[src/rtl/mult32x32_pkg.sv]
// Shared constants, shift table and helpers for the fast 32x32 multiplier
// datapath and its control FSM.
package mult32x32_pkg;

    localparam int A_W    = 32;
    localparam int B_W    = 32;
    localparam int PROD_W = A_W + B_W;
    localparam int PP_W   = 24;

    typedef logic [2:0] shift_sel_t;

    localparam logic [5:0] SHIFT_AMT [0:5] = '{6'd0, 6'd8, 6'd16, 6'd24, 6'd32, 6'd40};

    // Place a partial product at its weight; selects 6 and 7 contribute nothing.
    function automatic logic [PROD_W-1:0] shift_pp(input logic [PP_W-1:0] pp,
                                                   input shift_sel_t sel);
        logic [PROD_W-1:0] ext;
        ext = {40'd0, pp};
        case (sel)
            3'd0:    shift_pp = ext << SHIFT_AMT[0];
            3'd1:    shift_pp = ext << SHIFT_AMT[1];
            3'd2:    shift_pp = ext << SHIFT_AMT[2];
            3'd3:    shift_pp = ext << SHIFT_AMT[3];
            3'd4:    shift_pp = ext << SHIFT_AMT[4];
            3'd5:    shift_pp = ext << SHIFT_AMT[5];
            default: shift_pp = 64'd0;
        endcase
    endfunction

    function automatic logic parity64(input logic [PROD_W-1:0] v);
        parity64 = ^v;
    endfunction

endpackage

[src/rtl/mult8x16.sv]
// Combinational 8x16 -> 24-bit unsigned multiplier used once per cycle by
// the multiplier datapath.
module mult8x16 (
    input  logic [7:0]  x,
    input  logic [15:0] y,
    output logic [23:0] p
);

    assign p = {16'd0, x} * {8'd0, y};

endmodule

[src/rtl/mult32x32_fast_arith.sv]
// Datapath of the fast 32x32 multiplier: operand capture, byte x word partial
// products, 64-bit accumulation and completion flag. Optional prod_parity
// output when MULT32X32_PARITY_EN is defined.
module mult32x32_fast_arith
    import mult32x32_pkg::*;
(
    input  logic              clk,
    input  logic              reset,
    input  logic              start,
    input  logic [A_W-1:0]    a,
    input  logic [B_W-1:0]    b,
    input  logic [1:0]        a_sel,
    input  logic              b_sel,
    input  logic [2:0]        shift_sel,
    input  logic              upd_prod,
    input  logic              clr_prod,
    input  logic              busy,
    output logic              a_msb_is_0,
    output logic              b_msw_is_0,
    output logic [PROD_W-1:0] product,
    output logic              prod_valid
`ifdef MULT32X32_PARITY_EN
    ,
    output logic              prod_parity
`endif
);

    logic [A_W-1:0]    a_r;
    logic [B_W-1:0]    b_r;
    logic              busy_d_r;
    logic [7:0]        a_byte_s;
    logic [15:0]       b_word_s;
    logic [PP_W-1:0]   pp_s;
    logic [PROD_W-1:0] product_nxt_s;
    logic              accept_s;

    assign accept_s   = start && !busy;
    assign a_msb_is_0 = (a_r[31:24] == 8'd0);
    assign b_msw_is_0 = (b_r[31:16] == 16'd0);

    // Operand capture; a start while busy is ignored so the ports may change freely.
    always_ff @(posedge clk or posedge reset) begin
        if (reset) begin
            a_r <= 32'd0;
            b_r <= 32'd0;
        end else if (accept_s) begin
            a_r <= a;
            b_r <= b;
        end else begin
            a_r <= a_r;
            b_r <= b_r;
        end
    end

    // Operand slice selection feeding the partial-product multiplier.
    always_comb begin
        a_byte_s = 8'd0;
        case (a_sel)
            2'd0:    a_byte_s = a_r[7:0];
            2'd1:    a_byte_s = a_r[15:8];
            2'd2:    a_byte_s = a_r[23:16];
            2'd3:    a_byte_s = a_r[31:24];
            default: a_byte_s = 8'd0;
        endcase
        if (b_sel) begin
            b_word_s = b_r[31:16];
        end else begin
            b_word_s = b_r[15:0];
        end
    end

    mult8x16 u_mult8x16 (
        .x (a_byte_s),
        .y (b_word_s),
        .p (pp_s)
    );

    // Next product value: clear beats accumulate; wraps mod 2^64.
    always_comb begin
        product_nxt_s = product;
        if (clr_prod) begin
            product_nxt_s = 64'd0;
        end else if (upd_prod) begin
            product_nxt_s = product + shift_pp(pp_s, shift_sel);
        end else begin
            product_nxt_s = product;
        end
    end

    // Product register.
    always_ff @(posedge clk or posedge reset) begin
        if (reset) begin
            product <= 64'd0;
        end else begin
            product <= product_nxt_s;
        end
    end

    // Completion flag: set on busy falling edge, a clear or accepted start wins.
    always_ff @(posedge clk or posedge reset) begin
        if (reset) begin
            busy_d_r   <= 1'b0;
            prod_valid <= 1'b0;
        end else begin
            busy_d_r <= busy;
            if (clr_prod || accept_s) begin
                prod_valid <= 1'b0;
            end else if (busy_d_r && !busy) begin
                prod_valid <= 1'b1;
            end else begin
                prod_valid <= prod_valid;
            end
        end
    end

`ifdef MULT32X32_PARITY_EN
    // Parity tracks the product register in the same cycle.
    always_ff @(posedge clk or posedge reset) begin
        if (reset) begin
            prod_parity <= 1'b0;
        end else begin
            prod_parity <= parity64(product_nxt_s);
        end
    end
`endif

endmodule
[config.mk]
export PLATFORM = sky130hd
export DESIGN_NAME = mult32x32_fast_arith
export DESIGN_NICKNAME = d
export VERILOG_FILES = /design/src/rtl/mult32x32_pkg.sv /design/src/rtl/mult8x16.sv /design/src/rtl/mult32x32_fast_arith.sv
export SDC_FILE = /design/constraint.sdc
export NUM_CORES = 1
export LEC_CHECK = 0
export BUFFER_PORTS_ARGS = -buffer_cell sky130_fd_sc_hd__clkbuf_2
export CORE_ASPECT_RATIO = 2
export CORE_UTILIZATION = 30
export CTS_CLUSTER_SIZE = 14
export DETAILED_ROUTE_END_ITERATION = 10
export SYNTH_ARGS = -nofsm -noshare
export SYNTH_HDL_FRONTEND = slang
export SYNTH_HIERARCHICAL = 1
export SYNTH_SLANG_ARGS = --single-unit
[constraint.sdc]
create_clock -name clk -period 17.5 [get_ports clk]
set_input_delay 0.875 -clock clk [delete_from_list [all_inputs] [get_ports clk]]
set_output_delay 0.875 -clock clk [all_outputs]
set_load 0.03 [all_outputs]
# ---- Yosys cells after proc, flatten, opt, wreduce, memory -nomap -nowiden
# Index checks and enable logic that the tools add are counted.
dict set report word_totals {
  in_bits 76
  reg_bits 130
}
dict set report classes {
  n_reduce_logical 10
  multipliers 1
  muxes 9
  addsub 1
  eq_ne 8
}
# cell count
set ops {}
lappend ops {{$pmux W64 S6} 1}
lappend ops {{$mux W64} 4}
lappend ops {{$add A64 B64 Y64} 1}
lappend ops {{$pmux W8 S4} 1}
lappend ops {{$mul A8 B16 Y24} 1}
lappend ops {{$logic_not A16 Y1} 1}
lappend ops {{$mux W16} 1}
lappend ops {{$logic_not A8 Y1} 1}
lappend ops {{$eq A3 B2 Y1 const B} 2}
lappend ops {{$eq A3 B3 Y1 const B} 2}
lappend ops {{$eq A2 B2 Y1 const B} 2}
lappend ops {{$reduce_bool A2 Y1} 2}
lappend ops {{$eq A3 B1 Y1 const B} 1}
lappend ops {{$logic_not A3 Y1} 1}
lappend ops {{$eq A2 B1 Y1 const B} 1}
lappend ops {{$logic_and A1 B1 Y1} 2}
lappend ops {{$logic_not A2 Y1} 1}
lappend ops {{$mux W1} 2}
lappend ops {{$logic_not A1 Y1} 1}
lappend ops {{$logic_or A1 B1 Y1} 1}

# ---- Logic depth before layout (Yosys ltp)
dict set report depth {
  word_depth 9
  mapped_depth 36
  depth_no_buf 32
}

# ---- By module
# Netlist, hierarchy kept.
# module cells_each instances area_per_inst_um2 seq_area_each_um2
set by_module_without_submodules {}
lappend by_module_without_submodules {mult32x32_fast_arith 1102 1 9855.7 3253.1}
lappend by_module_without_submodules {mult8x16 486 1 4197.8 0.0}

# ---- Least setup slack after synthesis
# OpenSTA, ideal clock, no wires.
dict set report synth_path {
  path_type {input-to-reg}
  startpoint {input a_sel[0]}
  endpoint {register product[63]}
  required_ns 17.372
  arrival_ns 8.434
  n_path_buf 3
  path_stages 33
  path_slack_ns 8.938
  path_cell_list {clkbuf_1 mux4_2 clkbuf_1 and2_1 fa_1 inv_1 fa_1 fa_1 fa_1 inv_1 ha_1 a21oi_2 nand2_1 o31a_1 o21ai_2 nor4b_2 nor3_2 mux2i_1 nor2_1 a21oi_1 nor2_1 ha_1 clkbuf_1 nand2_1 nor2_1 inv_1 a311oi_2 o2111ai_1 a21oi_4 a21oi_2 o31ai_2 mux2i_1 mux2_1}
}
dict set report synth_between {
  elab_chain_len 9
  elab_cells_between_ends 12
}
# item line
set synth_rtl {}
lappend synth_rtl {{start: declaration} mult32x32_fast_arith.sv:12} ;# input logic [1:0] a_sel,
lappend synth_rtl {{$eq A2 B2 Y1, or another cell as far along} mult32x32_fast_arith.sv:58} ;# case (a_sel)
lappend synth_rtl {{$pmux W8 S4 *} mult32x32_fast_arith.sv:58}
lappend synth_rtl {{via a_byte_s[3]} mult32x32_fast_arith.sv:31} ;# logic [7:0] a_byte_s;
lappend synth_rtl {{$mul A8 B16 Y24 *} mult8x16.sv:9} ;# assign p = {16'd0, x} * {8'd0, y};
lappend synth_rtl {{via pp_s[18]} mult32x32_fast_arith.sv:33} ;# logic [PP_W-1:0] pp_s;
lappend synth_rtl {{$pmux W64 S6 *} mult32x32_pkg.sv:19} ;# case (sel)
lappend synth_rtl {{$mux W64 *} mult32x32_fast_arith.sv:83} ;# end else if (upd_prod) begin
lappend synth_rtl {{$mux W64 *} mult32x32_fast_arith.sv:81} ;# if (clr_prod) begin
lappend synth_rtl {{$add A64 B64 Y64 *} mult32x32_fast_arith.sv:84} ;# product_nxt_s = product + shift_pp(pp_s, shift_sel);
lappend synth_rtl {{$mux W64 *} mult32x32_fast_arith.sv:83}
lappend synth_rtl {{$mux W64 *} mult32x32_fast_arith.sv:81}
lappend synth_rtl {{end signal: assignment} mult32x32_fast_arith.sv:95} ;# product <= product_nxt_s;
lappend synth_rtl {{end: declaration} mult32x32_fast_arith.sv:20} ;# output logic [PROD_W-1:0] product,
# Mark *: on every way through the listed nets, which the timed path passes. The rest lies on a longest branch. The select of a mux whose other input is x is not followed.
# A chain may end at the register's enable or synchronous reset.

# ---- Final worst setup path
# Same ends and word-level chain as after synthesis.

==> impl_metrics.yaml <==
sta:
  rsz0062_at_grt: "no"
  fmax_mhz: 106.0
  hold_viol: 0
  fin_crit_sh: 0.5392
  worst_pin_slew_ps: 835.1
  final.setup.tns_ps: 0
  min_period_ps: 9437
  slew_viol_final: 0
  relSlewSlack: 0.4432
  setup_viol: 0
  clock_skew_ps: 24.55
logic_synthesis:
  synth_fa_ha_area_frac: 0.2163
  synth-compound-area-share: 0.1535
  yosysWarnings: 6
  ys_types: 78
  synth_ff_type: "dfrtp_1"
  synth_top_family_by_area: "adder cells"
  synth_edf_count: 0
  mappedNetlistArea_um2: 14050
  synthCells: 1588
  ys_seq_elements: 130
  synth-xor-area-share: 0.03989
  ys_seq_area_frac: 0.2315
  synthMuxAreaShare: 0.1134
  syn-mean-instance-area_um2: 8.850
  syn_nets: 1856
  async_flop_share: 1.000
  yosys.area_share.simple: 0.1895
layout:
  syn_to_final_growth_pct: 13.04
  fin_nets: 1956
  final_common_cell: "clkbuf_2"
  mostFrequentLayoutCells: "clkbuf_2 (142), dfrtp_1 (130), nor2_1 (129)"
  drive_above_1_share: 0.1724
  diodes: 0
floorplanning:
  die_area_um2: 47770
  core_um2: 45970
  start_util: 0.3057
  die_h_um: 308.1
  die_w_um: 155.0
  ios: 143
  rows: 111
detailed_routing:
  vias: 12060
  drt_iter0_markers: 548
  wirelength_mm: 45.61
  drc_errors: 0
  wire_per_inst_um: 19.65
  drtAntennaViolNets: 0
  vias_per_cell: 5.196
  first_pass_iters: 5
global_route:
  antenna_found_initial: 2
  grt_max_degree: 67
  overflow: 0
  grt_use_total: 0.1962
  first_global_vias: 12442
  grt_pass1_wl_mm: 70.75
worst_setup_path:
  end_kind: "register"
  crit_type: "input port to register"
  cp-start-kind: "input port"
  cp_top_family: "compound AO/OA/AOI/OAI gates"
  path_max_fanout: 16
  crit_path_start: "a_sel[0]"
  critPathMaxStageDelay_ps: 720
  cpMaxStageDelayCell: "mux4_2"
  cpMostUsedCell: "fa_1"
  path_buf_inv: 3
  r2r_start: "a_r[26]"
  worst-endpoint-arrival_ps: 9780
  cp_data_required_time_ps: 17840
cts:
  cts_tree: "built"
  post_cts_buffers: 0
  cts-resized-gates: 0
  numCtsBuffers: 17
  path_clk_slew_ps: 80
  clk_latency_ps: 470
  root_buffer: "clkbuf_16"
  cts_max_level: 4
  cts_buffer_depth: 2
  hold_buffers: 0
  clkSinkCount: 130
status:
  status: "complete, no violations"
placed_design:
  place_congestion: 1.000
  hpwl_mm: 36.61
  portBuffers: 142
run:
  cap_violations: 0
hold_path:
  hold_class: "input port to asynchronous set/reset pin"
==> worst paths after layout <==
kind / endpoint / cells after the start / slack (ps)
max: product[63] / 29 / 8060
min: product[17] / 2 / 500
max reg2reg: product[63] / 28 / 8420
min reg2reg: b_r[8] / 1 / 500
max in group asynchronous: a_r[16] / 3 / 15600
min in group clk: b_r[8] / 1 / 500
==> state kept, by name, indices dropped and copies added (netlist names) <==
| signal | count |
|---|---|
| prod_valid | 1 |
| product | 64 |
| b_r | 32 |
| a_r | 32 |
| busy_d_r | 1 |
==> cells by family (layout without fill, tap and decap cells) <==
kind of cell | Yosys count | count (layout)
compound gates | 338 | 338
xor+xnor | 64 | 64
fa+ha+maj | 192 | 192
buf+inv | 197 | 309
flops | 130 | 130
mux | 139 | 139
simple gates | 528 | 528
==> synth_stat cells, types with 4 or more instances <==
master     number  area, um2
and3_1         18      112.6
a21oi_1       110      550.5
mux2i_1        49      490.5
nor4_1          5      31.28
o21bai_1       14      105.1
a21oi_2         4      35.03
mux4_2          8      180.2
o2111ai_1       4      35.03
and4_1          4      35.03
fa_1           85       1702
ha_1          107       1339
a211oi_1       10      75.07
dfrtp_1       130       3253
o21ai_0        72      360.4
o21ai_1        11      55.05
nor2_1        130      488.0
nand3_1        23      115.1
nand4_1        25      156.4
nor3_1         18      90.09
inv_1         129      484.2
and2_1        116      725.7
o31ai_1         8      60.06
o21a_1          8      60.06
mux2_2         81      912.1
xnor2_1        41      359.1
clkbuf_1       53      198.9
nand2b_1       15      93.84
o211ai_1        4      30.03
buf_6           4      45.04
a31oi_1        15      93.84
or4_1           5      37.54
nand2_1       127      476.7
nor2b_1        21      131.4
a21o_1         37      277.8
buf_1           5      18.77
a211o_1         4      35.03
xor2_1         23      201.4
==> stage by stage <==
step	cell area (um2)	cells	utilization	hold slack, ps	setup slack [ps]
floorplan	14050	1588	-	475.2	8938
global placement	15310	2290	0.3330	486.9	7688
detailed placement	15310	2290	0.3330	492.7	7671
CTS	15890	2321	0.3456	507.2	8132
global route	15890	2321	0.3456	513.2	7636
finish	15890	2321	0.3456	498.5	8063
==> layout make-up <==
cell class | instances | area (um2)
Fill cell | 4805 | 30080
Multi-Input combinational cell | 1261 | 10030
Sequential cell | 130 | 3253
Tap cell | 621 | 777.0
Timing Repair Buffer | 149 | 763.2
Inverter | 129 | 489.2
Clock buffer | 19 | 442.9
Clock inverter | 12 | 135.1
==> per-layer routing <==
metal	wire length, um	vias up	GRT usage
met5	28	-	0
met4	2710	4	0.1220
met3	1672	117	0.03190
met2	25070	343	0.3808
met1	16130	5903	0.1888
li1	-	5693	-
Power is left out: the tool's default activity adds up to more than one toggle a clock period on the data nets, which glitch-free logic cannot reach.
